File: src/rtl/decode_stage_pkg.sv
// Shared decode definitions: one-hot vector widths, bit positions and the
// RV64I major opcodes. The execute stage imports this same package.
package decode_stage_pkg;

    localparam int OP_WIDTH     = 11;
    localparam int ALU_WIDTH    = 10;
    localparam int BRANCH_WIDTH = 6;

    localparam int op_lui    = 0;
    localparam int op_auipc  = 1;
    localparam int op_jal    = 2;
    localparam int op_jalr   = 3;
    localparam int op_branch = 4;
    localparam int op_load   = 5;
    localparam int op_store  = 6;
    localparam int op_alui   = 7;
    localparam int op_aluiw  = 8;
    localparam int op_alur   = 9;
    localparam int op_alurw  = 10;

    localparam int alu_add  = 0;
    localparam int alu_sub  = 1;
    localparam int alu_sll  = 2;
    localparam int alu_slt  = 3;
    localparam int alu_sltu = 4;
    localparam int alu_xor  = 5;
    localparam int alu_srl  = 6;
    localparam int alu_sra  = 7;
    localparam int alu_or   = 8;
    localparam int alu_and  = 9;

    localparam int branch_eq  = 0;
    localparam int branch_ne  = 1;
    localparam int branch_lt  = 2;
    localparam int branch_ge  = 3;
    localparam int branch_ltu = 4;
    localparam int branch_geu = 5;

    localparam logic [6:0] OPC_LUI    = 7'b0110111;
    localparam logic [6:0] OPC_AUIPC  = 7'b0010111;
    localparam logic [6:0] OPC_JAL    = 7'b1101111;
    localparam logic [6:0] OPC_JALR   = 7'b1100111;
    localparam logic [6:0] OPC_BRANCH = 7'b1100011;
    localparam logic [6:0] OPC_LOAD   = 7'b0000011;
    localparam logic [6:0] OPC_STORE  = 7'b0100011;
    localparam logic [6:0] OPC_ALUI   = 7'b0010011;
    localparam logic [6:0] OPC_ALUIW  = 7'b0011011;
    localparam logic [6:0] OPC_ALUR   = 7'b0110011;
    localparam logic [6:0] OPC_ALURW  = 7'b0111011;

    // Which bit layout the immediate is gathered from
    typedef enum logic [2:0] {
        IMM_NONE,
        IMM_I,
        IMM_S,
        IMM_B,
        IMM_U,
        IMM_J
    } imm_fmt_e;

endpackage

File: src/rtl/decode_stage_decode_logic.sv
// Purely combinational instruction decoder: opcode class, ALU op, branch
// condition, sign-extended immediate, destination register and illegal flag.
module decode_logic
    import decode_stage_pkg::*;
#(
    parameter int XLEN = 64
) (
    input  logic [31:0]             inst,
    output logic [OP_WIDTH-1:0]     epcode,
    output logic [ALU_WIDTH-1:0]    alu_op,
    output logic [BRANCH_WIDTH-1:0] branch_op,
    output logic [XLEN-1:0]         imme,
    output logic [4:0]              rd,
    output logic                    illegal
);

    logic [6:0] opcode;
    logic [2:0] funct3;
    logic       opcode_bad;
    logic       branch_bad;
    imm_fmt_e   imm_fmt;

    assign opcode  = inst[6:0];
    assign funct3  = inst[14:12];
    assign rd      = inst[11:7];
    assign illegal = opcode_bad | branch_bad;

    // Classify the major opcode and pick the immediate layout it uses
    always_comb begin
        epcode     = '0;
        opcode_bad = 1'b0;
        imm_fmt    = IMM_NONE;
        case (opcode)
            OPC_LUI:    begin epcode[op_lui]    = 1'b1; imm_fmt = IMM_U; end
            OPC_AUIPC:  begin epcode[op_auipc]  = 1'b1; imm_fmt = IMM_U; end
            OPC_JAL:    begin epcode[op_jal]    = 1'b1; imm_fmt = IMM_J; end
            OPC_JALR:   begin epcode[op_jalr]   = 1'b1; imm_fmt = IMM_I; end
            OPC_BRANCH: begin epcode[op_branch] = 1'b1; imm_fmt = IMM_B; end
            OPC_LOAD:   begin epcode[op_load]   = 1'b1; imm_fmt = IMM_I; end
            OPC_STORE:  begin epcode[op_store]  = 1'b1; imm_fmt = IMM_S; end
            OPC_ALUI:   begin epcode[op_alui]   = 1'b1; imm_fmt = IMM_I; end
            OPC_ALUIW:  begin epcode[op_aluiw]  = 1'b1; imm_fmt = IMM_I; end
            OPC_ALUR:   begin epcode[op_alur]   = 1'b1; end
            OPC_ALURW:  begin epcode[op_alurw]  = 1'b1; end
            default:    opcode_bad = 1'b1;
        endcase
    end

    // ALU operation from funct3; inst[30] selects sub (register forms only) and sra
    always_comb begin
        alu_op = '0;
        if (epcode[op_alur] | epcode[op_alurw] | epcode[op_alui] | epcode[op_aluiw]) begin
            case (funct3)
                3'b000: begin
                    if ((epcode[op_alur] | epcode[op_alurw]) & inst[30]) alu_op[alu_sub] = 1'b1;
                    else                                                 alu_op[alu_add] = 1'b1;
                end
                3'b001: alu_op[alu_sll]  = 1'b1;
                3'b010: alu_op[alu_slt]  = 1'b1;
                3'b011: alu_op[alu_sltu] = 1'b1;
                3'b100: alu_op[alu_xor]  = 1'b1;
                3'b101: begin
                    if (inst[30]) alu_op[alu_sra] = 1'b1;
                    else          alu_op[alu_srl] = 1'b1;
                end
                3'b110: alu_op[alu_or]   = 1'b1;
                default: alu_op[alu_and] = 1'b1;
            endcase
        end
    end

    // Branch condition from funct3; the two unused encodings are illegal
    always_comb begin
        branch_op  = '0;
        branch_bad = 1'b0;
        if (epcode[op_branch]) begin
            case (funct3)
                3'b000:  branch_op[branch_eq]  = 1'b1;
                3'b001:  branch_op[branch_ne]  = 1'b1;
                3'b100:  branch_op[branch_lt]  = 1'b1;
                3'b101:  branch_op[branch_ge]  = 1'b1;
                3'b110:  branch_op[branch_ltu] = 1'b1;
                3'b111:  branch_op[branch_geu] = 1'b1;
                default: branch_bad = 1'b1;
            endcase
        end
    end

    // Gather and sign-extend the immediate from inst[31]
    always_comb begin
        imme = '0;
        case (imm_fmt)
            IMM_I: imme = {{(XLEN-12){inst[31]}}, inst[31:20]};
            IMM_S: imme = {{(XLEN-12){inst[31]}}, inst[31:25], inst[11:7]};
            IMM_B: imme = {{(XLEN-13){inst[31]}}, inst[31], inst[7], inst[30:25], inst[11:8], 1'b0};
            IMM_U: imme = {{(XLEN-32){inst[31]}}, inst[31:12], 12'b0};
            IMM_J: imme = {{(XLEN-21){inst[31]}}, inst[31], inst[19:12], inst[20], inst[30:21], 1'b0};
            default: imme = '0;
        endcase
    end

endmodule

File: src/rtl/decode_stage.sv
// Decode stage: decodes the fetched instruction, reads the register file and
// holds the result in a two-entry skid buffer driving the execute operand bus.
module decode_stage
    import decode_stage_pkg::*;
#(
    parameter int XLEN     = 64,
    parameter int PC_WIDTH = 64
) (
    input  logic                    clk_i,
    input  logic                    rst_i,
    input  logic                    flush_i,
    input  logic                    F_valid_i,
    output logic                    F_ready_o,
    input  logic [31:0]             F_inst_i,
    input  logic [PC_WIDTH-1:0]     F_PC_i,
    output logic [4:0]              rf_rs1_addr_o,
    output logic [4:0]              rf_rs2_addr_o,
    input  logic [XLEN-1:0]         rf_rs1_data_i,
    input  logic [XLEN-1:0]         rf_rs2_data_i,
    output logic                    DD_valid_o,
    input  logic                    DD_ready_i,
    output logic [XLEN-1:0]         DD_rs1_data_o,
    output logic [XLEN-1:0]         DD_rs2_data_o,
    output logic [OP_WIDTH-1:0]     DD_epcode_o,
    output logic [ALU_WIDTH-1:0]    DD_ALU_op_o,
    output logic [BRANCH_WIDTH-1:0] DD_branch_op_o,
    output logic [XLEN-1:0]         DD_imme_o,
    output logic [PC_WIDTH-1:0]     DD_PC_o,
    output logic [4:0]              DD_rd_o,
    output logic                    DD_illegal_o
);

    typedef struct packed {
        logic [XLEN-1:0]         rs1_data;
        logic [XLEN-1:0]         rs2_data;
        logic [OP_WIDTH-1:0]     epcode;
        logic [ALU_WIDTH-1:0]    alu_op;
        logic [BRANCH_WIDTH-1:0] branch_op;
        logic [XLEN-1:0]         imme;
        logic [PC_WIDTH-1:0]     pc;
        logic [4:0]              rd;
        logic                    illegal;
    } payload_t;

    logic [OP_WIDTH-1:0]     dec_epcode;
    logic [ALU_WIDTH-1:0]    dec_alu_op;
    logic [BRANCH_WIDTH-1:0] dec_branch_op;
    logic [XLEN-1:0]         dec_imme;
    logic [4:0]              dec_rd;
    logic                    dec_illegal;

    payload_t in_payload;
    payload_t main_q;
    payload_t skid_q;
    logic     main_valid;
    logic     skid_valid;
    logic     ready_q;
    logic     main_valid_d;
    logic     skid_valid_d;
    logic     load_main_in;
    logic     load_main_skid;
    logic     load_skid;
    logic     accept;

    decode_logic #(.XLEN(XLEN)) u_decode_logic (
        .inst      (F_inst_i),
        .epcode    (dec_epcode),
        .alu_op    (dec_alu_op),
        .branch_op (dec_branch_op),
        .imme      (dec_imme),
        .rd        (dec_rd),
        .illegal   (dec_illegal)
    );

    assign rf_rs1_addr_o = F_inst_i[19:15];
    assign rf_rs2_addr_o = F_inst_i[24:20];
    assign accept        = F_valid_i & ready_q;

    // Bundle the decoded fields with the register reads and PC for capture
    always_comb begin
        in_payload           = '0;
        in_payload.rs1_data  = rf_rs1_data_i;
        in_payload.rs2_data  = rf_rs2_data_i;
        in_payload.epcode    = dec_epcode;
        in_payload.alu_op    = dec_alu_op;
        in_payload.branch_op = dec_branch_op;
        in_payload.imme      = dec_imme;
        in_payload.pc        = F_PC_i;
        in_payload.rd        = dec_rd;
        in_payload.illegal   = dec_illegal;
    end

    // Skid buffer steering: flush drops everything, a free or draining main slot
    // takes the skid entry first (if any) else the new instruction, and a stalled
    // main slot pushes a new instruction into skid
    always_comb begin
        main_valid_d   = main_valid;
        skid_valid_d   = skid_valid;
        load_main_in   = 1'b0;
        load_main_skid = 1'b0;
        load_skid      = 1'b0;
        if (flush_i) begin
            main_valid_d = 1'b0;
            skid_valid_d = 1'b0;
        end else if (!main_valid || DD_ready_i) begin
            if (skid_valid) begin
                load_main_skid = 1'b1;
                main_valid_d   = 1'b1;
                skid_valid_d   = 1'b0;
            end else if (accept) begin
                load_main_in = 1'b1;
                main_valid_d = 1'b1;
            end else begin
                main_valid_d = 1'b0;
            end
        end else if (accept) begin
            load_skid    = 1'b1;
            skid_valid_d = 1'b1;
        end
    end

    // Entry state and payload registers; payload only moves on a load so the
    // bus stays stable while execute stalls
    always_ff @(posedge clk_i) begin
        if (rst_i) begin
            main_valid <= 1'b0;
            skid_valid <= 1'b0;
            ready_q    <= 1'b1;
            main_q     <= '0;
            skid_q     <= '0;
        end else begin
            main_valid <= main_valid_d;
            skid_valid <= skid_valid_d;
            ready_q    <= ~skid_valid_d;
            if (load_main_in)        main_q <= in_payload;
            else if (load_main_skid) main_q <= skid_q;
            if (load_skid)           skid_q <= in_payload;
        end
    end

    assign F_ready_o      = ready_q;
    assign DD_valid_o     = main_valid;
    assign DD_rs1_data_o  = main_q.rs1_data;
    assign DD_rs2_data_o  = main_q.rs2_data;
    assign DD_epcode_o    = main_q.epcode;
    assign DD_ALU_op_o    = main_q.alu_op;
    assign DD_branch_op_o = main_q.branch_op;
    assign DD_imme_o      = main_q.imme;
    assign DD_PC_o        = main_q.pc;
    assign DD_rd_o        = main_q.rd;
    assign DD_illegal_o   = main_q.illegal;

endmodule

File: config.mk
export PLATFORM = sky130hd
export DESIGN_NAME = decode_stage
export DESIGN_NICKNAME = d
export VERILOG_FILES = /design/src/rtl/decode_stage_pkg.sv /design/src/rtl/decode_stage_decode_logic.sv /design/src/rtl/decode_stage.sv
export SDC_FILE = /design/constraint.sdc
export NUM_CORES = 1
export LEC_CHECK = 0
export ABC_AREA = 0
export CAP_MARGIN = 20
export CORE_MARGIN = 5
export CORE_UTILIZATION = 50
export DETAILED_ROUTE_END_ITERATION = 16
export PLACE_DENSITY = 0.78
export REMOVE_ABC_BUFFERS = 1
export SYNTH_ARGS = -nofsm -noshare
export SYNTH_HDL_FRONTEND = slang
export SYNTH_SLANG_ARGS = --single-unit
File: constraint.sdc
create_clock -name clk_i -period 3.9 [get_ports clk_i]
set_input_delay 0.975 -clock clk_i [delete_from_list [all_inputs] [get_ports clk_i]]
set_output_delay 0.975 -clock clk_i [all_outputs]
set_load 0.005 [all_outputs]
After elaboration in Yosys (flattened, before gate mapping)
Cells that the tools add are included.

Multiplexer cells: 48. Reductions and logical operators: 10. Eq/ne operators: 23. Bitwise gates (word level): 7.

Operators with widths (number): $mux W289 (2); $pmux W64 S5 (1); $mux W1 (40); $eq A7 B6 Y1 const B (4); $eq A7 B5 Y1 const B (3); $eq A7 B7 Y1 const B (3); $eq A3 B3 Y1 const B (6); $pmux W3 S5 (1); $eq A3 B2 Y1 const B (4); $reduce_or A11 Y1 (1); $mux W10 (1); $eq A7 B2 Y1 const B (1); $reduce_or A7 Y1 (1); $eq A3 B1 Y1 const B (2); $mux W6 (1); $reduce_or A6 Y1 (1); $mux W2 (2); $or A1 B1 Y1 (4); $reduce_or A2 Y1 (2); $reduce_or A4 Y1 (1); $logic_not A3 Y1 (1); $and A1 B1 Y1 (2); $reduce_bool A2 Y1 (1); $logic_not A1 Y1 (1); other kinds (2) (2).

Output and inout bits: 301. Bits in registers: 581. Input port bits: 229.

Depth between registers and ports, before layout
Depth after elaboration: 8. Mapped depth: 8. Mapped depth without buffers: 4.

Hierarchy
A second synthesis with hierarchy kept.

Cells, all modules: 3312. Area total of the unflattened synthesis: 27611.5 µm².

Modules (own cells, without submodules): decode_stage (cells an instance 3137, area each 26525.4 µm², instances 1); decode_logic (cells an instance 175, area each 1086.0 µm², instances 1).

Worst setup path after synthesis
No wires, ideal clock.

Path type: input-to-reg. Start: input F_inst_i[2]. End: register skid_q[100] (netlist name). Required time: 3.819 ns. Setup time: 0.081 ns. Stages: 5. Buffers on the path: 1. Path slack: 1.553 ns. Arrival: 2.267 ns. Cell sequence: or2_4 -> a2111oi_4 -> a21oi_2 -> buf_6 -> a211oi_2.

Word-level cells in the longest chain between the ends: 5. Elaborated cells between the ends (all ways): 18.

RTL lines: start: declaration (line decode_stage.sv:14) `input logic [31:0] F_inst_i,`; $eq A7 B7 Y1 (tied with other cells) (line decode_stage_decode_logic.sv:33) `case (opcode)`; $reduce_or A4 Y1 (no line) or $reduce_or A2 Y1 (tied branches); $pmux W3 S5 * (line decode_stage_decode_logic.sv:33); $eq A3 B3 Y1 (tied with other cells) (line decode_stage_decode_logic.sv:92) `case (imm_fmt)`; $pmux W64 S5 * (line decode_stage_decode_logic.sv:92); end signal: assignment (line decode_stage.sv:137) `if (load_skid) skid_q <= in_payload;`; end: declaration (line decode_stage.sv:54) `payload_t skid_q;`.

Mark *: on every way between the ends. The rest lies on a longest branch, timed or not. A chain may end at the register's enable or synchronous reset.

Worst setup path after layout
Start: input F_inst_i[20]. End: output rf_rs2_addr_o[0].

RTL lines: end: declaration (line decode_stage.sv:17) `output logic [4:0] rf_rs2_addr_o,`.

No word-level cell between the ends.

==> metrics.md <==
| Metric | Value |
|---|---|
| Vias in the first global route | `19,460` |
| Insertion delay of the later-clocked pin in the worst-skew pair | `0.60 ns` |
| Areal power density over the cells | `424.7 nW/um2` |
| Number of resized instances in the post-cts repair step | `0` |
| Max Transition Viols Final | `0` |
| Core Region | `41,850 um2` |
| Total Nets Final | `3,269` |
| Proportion of layout cells with a drive suffix above 1 | `0.05260` |
| Top delay family on crit path | `buffers and inverters` |
| Static Leakage | `9.051 nW` |
| Antenna Violating Nets Remaining | `0` |
| Initial core utilization | `0.5041` |
| # clock sinks | `517` |
| Upper clock frequency limit | `0.3167 GHz` |
| Number of enable flip-flop cells after synthesis | `0` |
| Final min period | `3.157 ns` |
| Number of port buffers | `529` |
| H-tree Lvls | `2` |
| Measured slew at the worst slew-check pin | `1.187 ns` |
| Fraction of the yosys area taken by sequential cells | `0.4905` |
| Setup CP Type | `in -> out` |
| Largest buffer count on any clock path | `3` |
| Synth Area per Inst | `7.832 um2` |
| Horizontal die dimension | `215.4 um` |
| Wire length on met2 | `31,830 um` |
| Run status | `finished clean` |
| Clock buffer count from CTS | `52` |
| Std cell rows | `75` |
| Pin count of the biggest net entering global routing | `225` |
| Delay of the slowest critical-path stage | `0.63 ns` |
| Placed instance count | `3,524` |
| Setup slack at placement | `0.5716 ns` |
| Total Die Area | `46,410 um2` |
| Maximum fanout along the worst path | `6` |
| Number of buffers inserted by post-CTS setup repair | `0` |
| Post-Syn Area | `21,100 um2` |
| Wire per inst | `18.61 um` |
| Highest metal used | `met5` |
| Number of hold-repair buffers added at the cts stage | `0` |
| Ordered list of cells on the worst path | `clkdlybuf4s50_1, clkdlybuf4s50_1` |
| Vias after detailed routing | `20,690` |
| Cell with the largest stage delay on the worst path | `clkdlybuf4s50_1` |
| Tcrit/Tclk final | `0.8095` |
| Number of standard cells in the final layout excluding fillers | `3,623` |
| Detailed-route wire length on metal 1 | `26,720 um` |
| Worst slew slack as a fraction of its limit | `0.2027` |
| Worst IR Drop VDD | `0.3584 mV` |
| Most used cell, CP | `clkdlybuf4s50_1` |
| Main synth FF type | `dfxtp_1` |
| Crit path arrival time | `2.18 ns` |
| Worst Clk Skew | `0.02212 ns` |
| Die outline height | `215.4 um` |
| Total detailed-routing wirelength | `67,430 um` |
| Element type at the critical path end | `primary output` |
| Number of flip-flops and latches in the synthesized netlist | `517` |
| Wire length of the first global-routing pass | `105,500 um` |
| DP HPWL | `43,720 um` |
| Final-report setup violation count | `0` |
| Data required time of the worst path | `2.92 ns` |
| CTS tree | `built` |
| Buffers and inverters on the worst path | `2` |
| Routability Congestion | `0.8726` |
| Minimum setup slack in the final design | `0.7429 ns` |
| Top Ports | `530` |
| Post-Synthesis Cells | `2,694` |
| Growth of design area from synthesis to finish | `32.56%` |
| Number of antenna violations at the first check in global routing | `5` |
| Routed wl met3 | `6304 um` |
| Type of the tightest min-delay check | `reg -> reg` |
| Post-synthesis async set-or-reset flop share | `0` |
| Warnings, synthesis | `0` |
| Element type at the critical path start | `input pin` |
| Global router's overall resource usage | `0.2722` |
| Most frequent cells in the layout | `nand2_1, clkdlybuf4s50_1, dfxtp_1` |
| Unrepaired setup endpoints after global routing | `no` |
| Post-DR vias/cell | `5.711` |
| DRC violations left | `0` |
| Synth unique cells | `66` |
| Max-Cap Viols | `0` |
| Clock-pin slew of the registers on the worst-case setup and hold paths | `0.06 ns` |
| Most common cell after layout, fill and taps aside | `nand2_1` |
| Pre-antenna DRT Iters | `6` |
| Number of DRC markers in iteration 0 | `2,854` |
| CTS root buffer | `clkbuf_16` |
| Total gr overflow | `0` |
| Hold Vio Cnt, Final | `0` |
## layer usage
| layer | track usage | vias to the layer above |
|---|---|---|
| met5 | 0 | - |
| li1 | - | 9872 |
| met1 | 0.3486 | 9794 |
| met3 | 0.07581 | 147 |
| met4 | 0.1058 | 2 |
| met2 | 0.4396 | 877 |
## per-stage QoR
stage | cell area (um2) | total power (W) | TNS (ns) | utilization | hold slack (ns)
4_1_cts | 27930 | 0.01193 | 0 | 0.6674 | 0.4507
2_1_floorplan | 19750 | 0.006221 | -4137.26 | - | 0.4255
3_5_place_dp | 26270 | 0.007089 | 0 | 0.6276 | 0.4410
3_3_place_gp | 26270 | 0.007057 | 0 | 0.6276 | 0.4342
6_report | 27970 | 0.01188 | 0 | 0.6683 | 0.4474
5_1_grt | 27970 | 0.01229 | 0 | 0.6683 | 0.4663
## path summary, 6_finish.rpt
kind	startpoint	endpoint	slack [ns]	depth (start not counted)
setup reg to reg	DD_valid_o$_SDFFE_PP0N_	DD_rs2_data_o[61]$_SDFFE_PP0P_	1.66	5
hold reg to reg	DD_imme_o[16]$_SDFFE_PP0P_	DD_imme_o[16]$_SDFFE_PP0P_	0.45	2
setup / recovery	F_inst_i[20]	rf_rs2_addr_o[0]	0.74	2
hold / removal	DD_imme_o[16]$_SDFFE_PP0P_	DD_imme_o[16]$_SDFFE_PP0P_	0.45	2
## cell families after synthesis
| logic type | after synthesis | synth area share |
|---|---|---|
| and+or+nand+nor | 1265 | 0.2403 |
| muxes | 1 | 0.0004744 |
| buffers and inverters | 296 | 0.06671 |
| AOI/OAI and AO/OA | 614 | 0.2016 |
| xor gates and xnor gates | 1 | 0.0004152 |
| DFF | 517 | 0.4905 |
## registers in the layout (all words and copies together), names as in the netlist
register / count
DD_imme_o: 32
skid_valid: 1
DD_illegal_o: 1
DD_ALU_op_o: 10
DD_rs2_data_o: 64
skid_q: 257
F_ready_o: 1
DD_branch_op_o: 6
DD_valid_o: 1
DD_epcode_o: 11
DD_rd_o: 5
DD_rs1_data_o: 64
DD_PC_o: 64
## final cells by class
class,count,area [um2]
diodes,4,10.01
clock buffers,78,1550
clock inverters,16,115.1
fillers,3376,13880
inverters,16,60.06
multi-input cells,1881,9365
flip-flops and latches,517,10350
well taps,539,674.4
repair buffers,572,5843
## where the power goes
group	switching (W)	total [W]	internal, W
Clock	0.00209	0.00489	0.00280
Sequential	0.000110	0.00557	0.00546
Combinational	0.000715	0.00141	0.000698
Total	0.00291	0.0119	0.00897
## cell usage after synthesis (19+ instances only)
cell type / count / area [um2]
a211oi_1: 26 / 195.2
a211oi_2: 20 / 250.2
a21oi_1: 264 / 1321
a311oi_1: 213 / 1866
buf_1: 22 / 82.58
buf_2: 96 / 480.5
buf_4: 43 / 322.8
clkbuf_1: 117 / 439.2
dfxtp_1: 517 / 10350
nand2_1: 892 / 3348
nand3_1: 25 / 125.1
nor2_1: 251 / 942.2
nor3_1: 19 / 95.09
o21ai_0: 22 / 110.1
Power figures use the tool's default switching activity.
